--- config.mk ---
export PLATFORM = sky130hd
export DESIGN_NAME = instr_fetch_unit
export DESIGN_NICKNAME = d
export VERILOG_FILES = /design/src/rtl/instr_fetch_unit.sv
export SDC_FILE = /design/constraint.sdc
export NUM_CORES = 1
export LEC_CHECK = 0
export ABC_CLOCK_PERIOD_IN_PS = 5700
export BUFFER_PORTS_ARGS = -buffer_cell sky130_fd_sc_hd__buf_4
export CAP_MARGIN = 0
export CORE_MARGIN = 4
export CORE_UTILIZATION = 56
export DETAILED_ROUTE_END_ITERATION = 10
export MAX_ROUTING_LAYER = met4
export PLACE_DENSITY_LB_ADDON = 0.25
export SLEW_MARGIN = 25
export SYNTH_ARGS = -nofsm -noshare
export SYNTH_HDL_FRONTEND = slang
export SYNTH_SLANG_ARGS = --single-unit
--- constraint.sdc ---
create_clock -name clk -period 5.7 [get_ports clk]
set_clock_uncertainty 0.1 [all_clocks]
set_input_delay 0.57 -clock clk [delete_from_list [all_inputs] [get_ports clk]]
set_output_delay 0.57 -clock clk [all_outputs]
set_load 0.02 [all_outputs]
--- src/rtl/instr_fetch_unit.sv ---
// instr_fetch_unit: two-state fetch/execute sequencer owning the PC and next-PC selection
module instr_fetch_unit #(
  parameter logic [31:0] RESET_PC = 32'h0000_0000
) (
  input  logic        clk,
  input  logic        rst_n,
  output logic        imem_req,
  output logic [31:0] imem_addr,
  input  logic        imem_ready,
  input  logic [31:0] imem_rdata,
  output logic [31:0] instr,
  output logic [5:0]  opcode,
  output logic        instr_valid,
  output logic [31:0] pc,
  output logic [31:0] pc_plus4,
  input  logic        branch,
  input  logic        jump,
  input  logic        alu_zero,
  input  logic        exec_done
);
  typedef enum logic {REQ, EXEC} state_t;
  state_t state, state_nxt;
  logic run, fetch, retire, branch_taken;
  logic [31:0] branch_target, jump_target, next_pc;
  // run stays low until the first edge after reset so the request line is quiet while in reset
  always_ff @(posedge clk or negedge rst_n)
    if (!rst_n) run <= 1'b0;
    else run <= 1'b1;
  // state register
  always_ff @(posedge clk or negedge rst_n)
    if (!rst_n) state <= REQ;
    else state <= state_nxt;
  // handshake decode and next state; exec_done is ignored in REQ, imem_ready in EXEC
  always_comb begin
    imem_req = run & (state == REQ);
    instr_valid = state == EXEC;
    fetch = imem_req & imem_ready;
    retire = instr_valid & exec_done;
    state_nxt = fetch ? EXEC : retire ? REQ : state;
  end
  // next-PC selection: jump beats a taken branch, otherwise fall through
  always_comb begin
    pc_plus4 = pc + 32'd4;
    branch_taken = branch & (alu_zero ^ instr[28]);
    branch_target = pc_plus4 + {{14{instr[15]}}, instr[15:0], 2'b00};
    jump_target = {pc_plus4[31:28], instr[25:0], 2'b00};
    next_pc = jump ? jump_target : branch_taken ? branch_target : pc_plus4;
  end
  assign imem_addr = pc;
  assign opcode = instr[31:26];
  // instruction register loads only on an accepted fetch
  always_ff @(posedge clk or negedge rst_n)
    if (!rst_n) instr <= '0;
    else if (fetch) instr <= imem_rdata;
  // PC advances only when the current instruction retires; all targets stay word-aligned
  always_ff @(posedge clk or negedge rst_n)
    if (!rst_n) pc <= {RESET_PC[31:2], 2'b00};
    else if (retire) pc <= next_pc;
endmodule

* Yosys cells after proc, flatten, opt, wreduce, memory -nomap -nowiden *
Cells that the tools add are included.

word-level totals
  bits in registers = 66
  word-level logic and storage cells = 17
  output and inout bits = 136
  bits of input ports = 39

operators by class
  bitwise gates (word level) = 6
  reduce and logical (&&, ||, !) cells = 1
  $add $sub $neg = 2
  multiplexer cells = 4

operators by type and width
  cell                                            number
  two-way mux 32 bit                              2
  adder 32 x 3 -> 32 bit (second input constant)  1
  adder 32 bit                                    1
  bitwise AND 1 bit                               4
  two-way mux 1 bit                               2
  nonzero test 2 bit                              1
  NOT 1 bit                                       1
  bitwise XOR 1 bit                               1

* Logic depth before layout (Yosys ltp) *
  depth in word-level cells = 4
  gate-level depth with buffers = 16

* Worst setup path before layout *
OpenSTA, ideal clock, no wires.

  kind = reg2reg
  start = register pc[2] (netlist: imem_addr[2])
  end = register pc[28] (netlist: imem_addr[28])
  library setup time = 125 ps
  arrival = 3644 ps
  cell stages (with the launch flop) = 16
  required time = 5475 ps
  period minus slack after synthesis = 3868 ps
  path slack = 1832 ps
  path through = dfrtp_1 > ha_1 > nand2_1 > nor2_1 > nand3_1 > xnor2_1 > ha_1 > clkbuf_1 > and3_2 > and3_2 > a211oi_1 > o21ai_2 > and3_1 > a31oi_1 > mux2i_1 > nand2_1

between the ends
  longest elaborated chain between the ends = 4

RTL lines
  what                             RTL line  text
  from (decl)                      14        output logic [31:0] pc,
  from (signal assigned)           57        if (!rst_n) pc <= {RESET_PC[31:2], 2'b00};
  from (signal assigned)           58        else if (retire) pc <= next_pc;
  adder 32 x 3 -> 32 bit           43        pc_plus4 = pc + 32'd4;
  net pc_plus4[16]                 15        output logic [31:0] pc_plus4,
  adder 32 bit                     45        branch_target = pc_plus4 + {{14{instr[15]}}, instr[15:0], 2'b00};
  two-way mux 32 bit (2 in a row)  47        next_pc = jump ? jump_target : branch_taken ? branch_target : pc_plus4;

The timed path passes the listed nets, and every way through them passes these cells.
A chain may end at the register's enable or synchronous reset.

* Worst setup path after layout *
  start = register pc[2] (netlist: imem_addr[2])
  end = register pc[25] (netlist: imem_addr[25])

between the ends
  longest elaborated chain between the ends = 4

RTL lines
  what                               RTL line
  adder 32 x 3 -> 32 bit *           43
  adder 32 bit                       45
  two-way mux 32 bit * (2 in a row)  47

Every way passes the cells marked *; elsewhere a longest branch is shown, timed or not.

==> summary.txt <==
Floorplan
  – Row count: 35
  – Io pins: 175
  – Height of the chip: 107 um
  – Die ar.: 11,400 um^2
  – Die width: 107 um
  – Initial core utilization: 58.2%
  – Core Box Area: 9370 um^2

Finish
  – Area occupied by multi-input gates: 3420 um^2
  – Sequential Area: 1600 um^2
  – Antenna diodes: 0
  – Final Util: 71.4%
  – Layout cells sized above 1: 31.9%
  – Fillers: 762
  – Final instance area: 6690 um^2
  – Commonest non-fill, non-tap cell in the layout: buf_4
  – Final Net Count: 824
  – Most frequent cells in the layout: buf_4 (171), dfrtp_1 (64), nand2_1 (62), nor2_1 (45), a21oi_1 (42)
  – Layout Cells excl Fill: 882
  – Area grow syn2layout: 22.6%

Flow run
  – MaxCap Viol Count: 0

Place
  – GPL Wtd Cong: 0.940
  – Place WS: 1.63 ns
  – Placed instance area: 6490 um^2
  – DP Cell Count: 866
  – IO Port Bufs: 168
  – DP HPWL: 13,200 um

Detailed routing
  – Vias: 5,383
  – First DRT Iteration DRCs: 429
  – Final ANT Viol Nets: 0
  – DR pass1 iterations: 5
  – DRT Wirelength: 17,400 um
  – Drt wl/cell: 19.7 um
  – Remaining routing DRC violations: 0
  – Routed vias/inst: 6.10

Setup path
  – FF-to-FF End: imem_addr[25]$_DFFE_PN0P_
  – Arrival time at the worst endpoint: 4.31 ns
  – Data required, critical path: 5.80 ns
  – R2r startpoint: imem_addr[2]$_DFFE_PN0P_
  – CP max-delay cell: dfrtp_1
  – CP max FO: 11
  – Crit. End Element: register
  – Worst path cell trace: ha_1 > nand2_1 > nor2_1 > nand3_1 > nor2_1 > xor2_1 > ha_1 > nand4_1 > inv_1 > a211oi_1 > nand3_1 > a211oi_1 > xor2_1 > o221ai_1
  – Register-to-register setup slack: 1.49 ns
  – WS Path Type: reg2reg
  – Critical path launch point type: register
  – FF-to-FF path depth: 14
  – Crit-path max cell delay: 0.44 ns

CTS
  – Worst skew pair latency: 0.35 ns
  – Total clock sinks: 64
  – Worst-case clock buffer depth: 2
  – CTS H-tree depth: 3
  – CTS root buf: clkbuf_8
  – CTS Hold Buffers Added: 0
  – Num CTS Buffers: 9
  – Cts repair resizes: 0
  – TritonCTS clock tree: yes
  – Post-CTS setup buffers: 0
  – Clock Pin Slew Worst Setup and Hold Paths: 0.08 ns

Timing
  – Pins over their slew limit: 0
  – Unrepaired setup endpoints after global routing: no
  – Final Worst Setup Slack: 1.49 ns
  – Sum Neg Setup Slack: 0 ns
  – Crit path time final: 4.21 ns
  – Worst hold slack: 0.204 ns
  – Achievable Freq: 0.238 GHz
  – Fin crit share: 73.8%
  – Slew margin rel.: 36.1%
  – Final hold violations: 0
  – Setup Viol. Count Final: 0
  – Worst Max-Slew Pin Slew: 0.958 ns

Synth
  – Ys flop type: dfrtp_1
  – Synth Area per Inst: 8.70 um^2
  – Mapped Cells: 627
  – Post-synth EDFFs: 0
  – Asr flop ratio synth: 100%
  – Synthesized area: 5450 um^2
  – Area share of the largest cell type after synthesis: 29.4%
  – Post-synth top area cell: dfrtp_1
  – Yosys cell types: 66
  – Synth area leaders: dfrtp_1 (29%), ha_1 (8.3%), mux2_2 (6.8%)
  – Register area share after synthesis: 29.4%
  – Synthesized flop and latch total: 64
  – Ys Warns: 0

Global route
  – Largest net degree at the start of global routing: 65
  – First-pass GRT wire length: 27,500 um
  – GRT overflow: 0
  – Overall Global Routing Usage: 31.1%
  – Vias in the first global route: 5,368
  – Initial antenna violation count: 0

Power and ir drop
  – Leakage power total: 3.14 nW
  – PwrDens: 590 nW/um^2
  – Peak VDD IR: 0.358 mV
  – Total chip power: 3.95 mW

Hold path
  – Hold Crit Class: in2async

Outcome
  – Outcome: finished clean
synthesized netlist by cell type (all sizes together) (3+ instances only):
library cell,number
a31oi,7
and4,3
o21ai,47
nor2,47
xnor2,32
buf,51
dfrtp,64
nand2b,5
a21o,15
a211oi,20
xor2,17
nand2,62
and3,15
o21a,4
or3,3
a221oi,5
ha,36
nor3,7
inv,5
nand3,21
o211ai,4
a41oi,4
and2,8
mux2,33
o22ai,4
mux2i,8
clkbuf,13
a21oi,43
nor2b,3
nand4,9
nor4,5
kinds of logic after synthesis:
kind of cell,synth area share (%)
buffers and inverters,8.33
multiplexers,8.28
AO/OA/AOI/OAI,20.7
flip-flops,29.4
adder cells (fa/ha/maj),8.63
XOR/XNOR,7.87
AND/OR/NAND/NOR,16.7
other,0.138
worst max-delay path by stage:
stage,startpoint,cells past startpoint,slack (ns),to
3_3_place_gp,imem_addr[2]$_DFFE_PN0P_,14,1.63,imem_addr[25]$_DFFE_PN0P_
4_1_cts,imem_addr[2]$_DFFE_PN0P_,14,1.61,imem_addr[25]$_DFFE_PN0P_
6_report,imem_addr[2]$_DFFE_PN0P_,14,1.49,imem_addr[25]$_DFFE_PN0P_
3_5_place_dp,imem_addr[2]$_DFFE_PN0P_,14,1.63,imem_addr[25]$_DFFE_PN0P_
2_1_floorplan,imem_addr[2]$_DFFE_PN0P_,15,1.83,imem_addr[28]$_DFFE_PN0P_
5_1_grt,imem_addr[2]$_DFFE_PN0P_,14,1.14,imem_addr[25]$_DFFE_PN0P_
flip-flops by register name, indices dropped and copies added, names as in the netlist:
name	count
instr	32
imem_addr	30
instr_valid	1
run	1
worst max-delay path, delay by kind of cell (launching register included):
family,cells,cell delay (ns)
simple gates,6,1.47
xor+xnor,2,0.63
fa+ha+maj,2,0.64
flops,1,0.44
buf+inv,1,0.05
compound gates,3,0.73
layout make-up:
cell class,count,area share [%]
multi-input cells,496,51.1
flip-flops and latches,64,23.9
repair buffers,171,19.2
well taps,129,2.41
clock buffers,9,1.85
clock inverters,7,1.18
inverters,6,0.337
power by group:
group / leakage [nW] / internal [mW] / switching (mW)
sequential: 0.770 / 0.590 / 0.251
combinational: 2.27 / 1.12 / 1.57
clock: 0.104 / 0.207 / 0.212
routing by layer:
metal  global-route usage, %  up-vias  part of all wire (%)
met1                    40.0     2580                    41
li1                        -     2476                     -
met2                    50.1      296                    48
met5                       -        -                     0
met3                    6.86       31                   8.8
met4                    8.22        0                   2.0
Power figures use the tool's default switching activity.
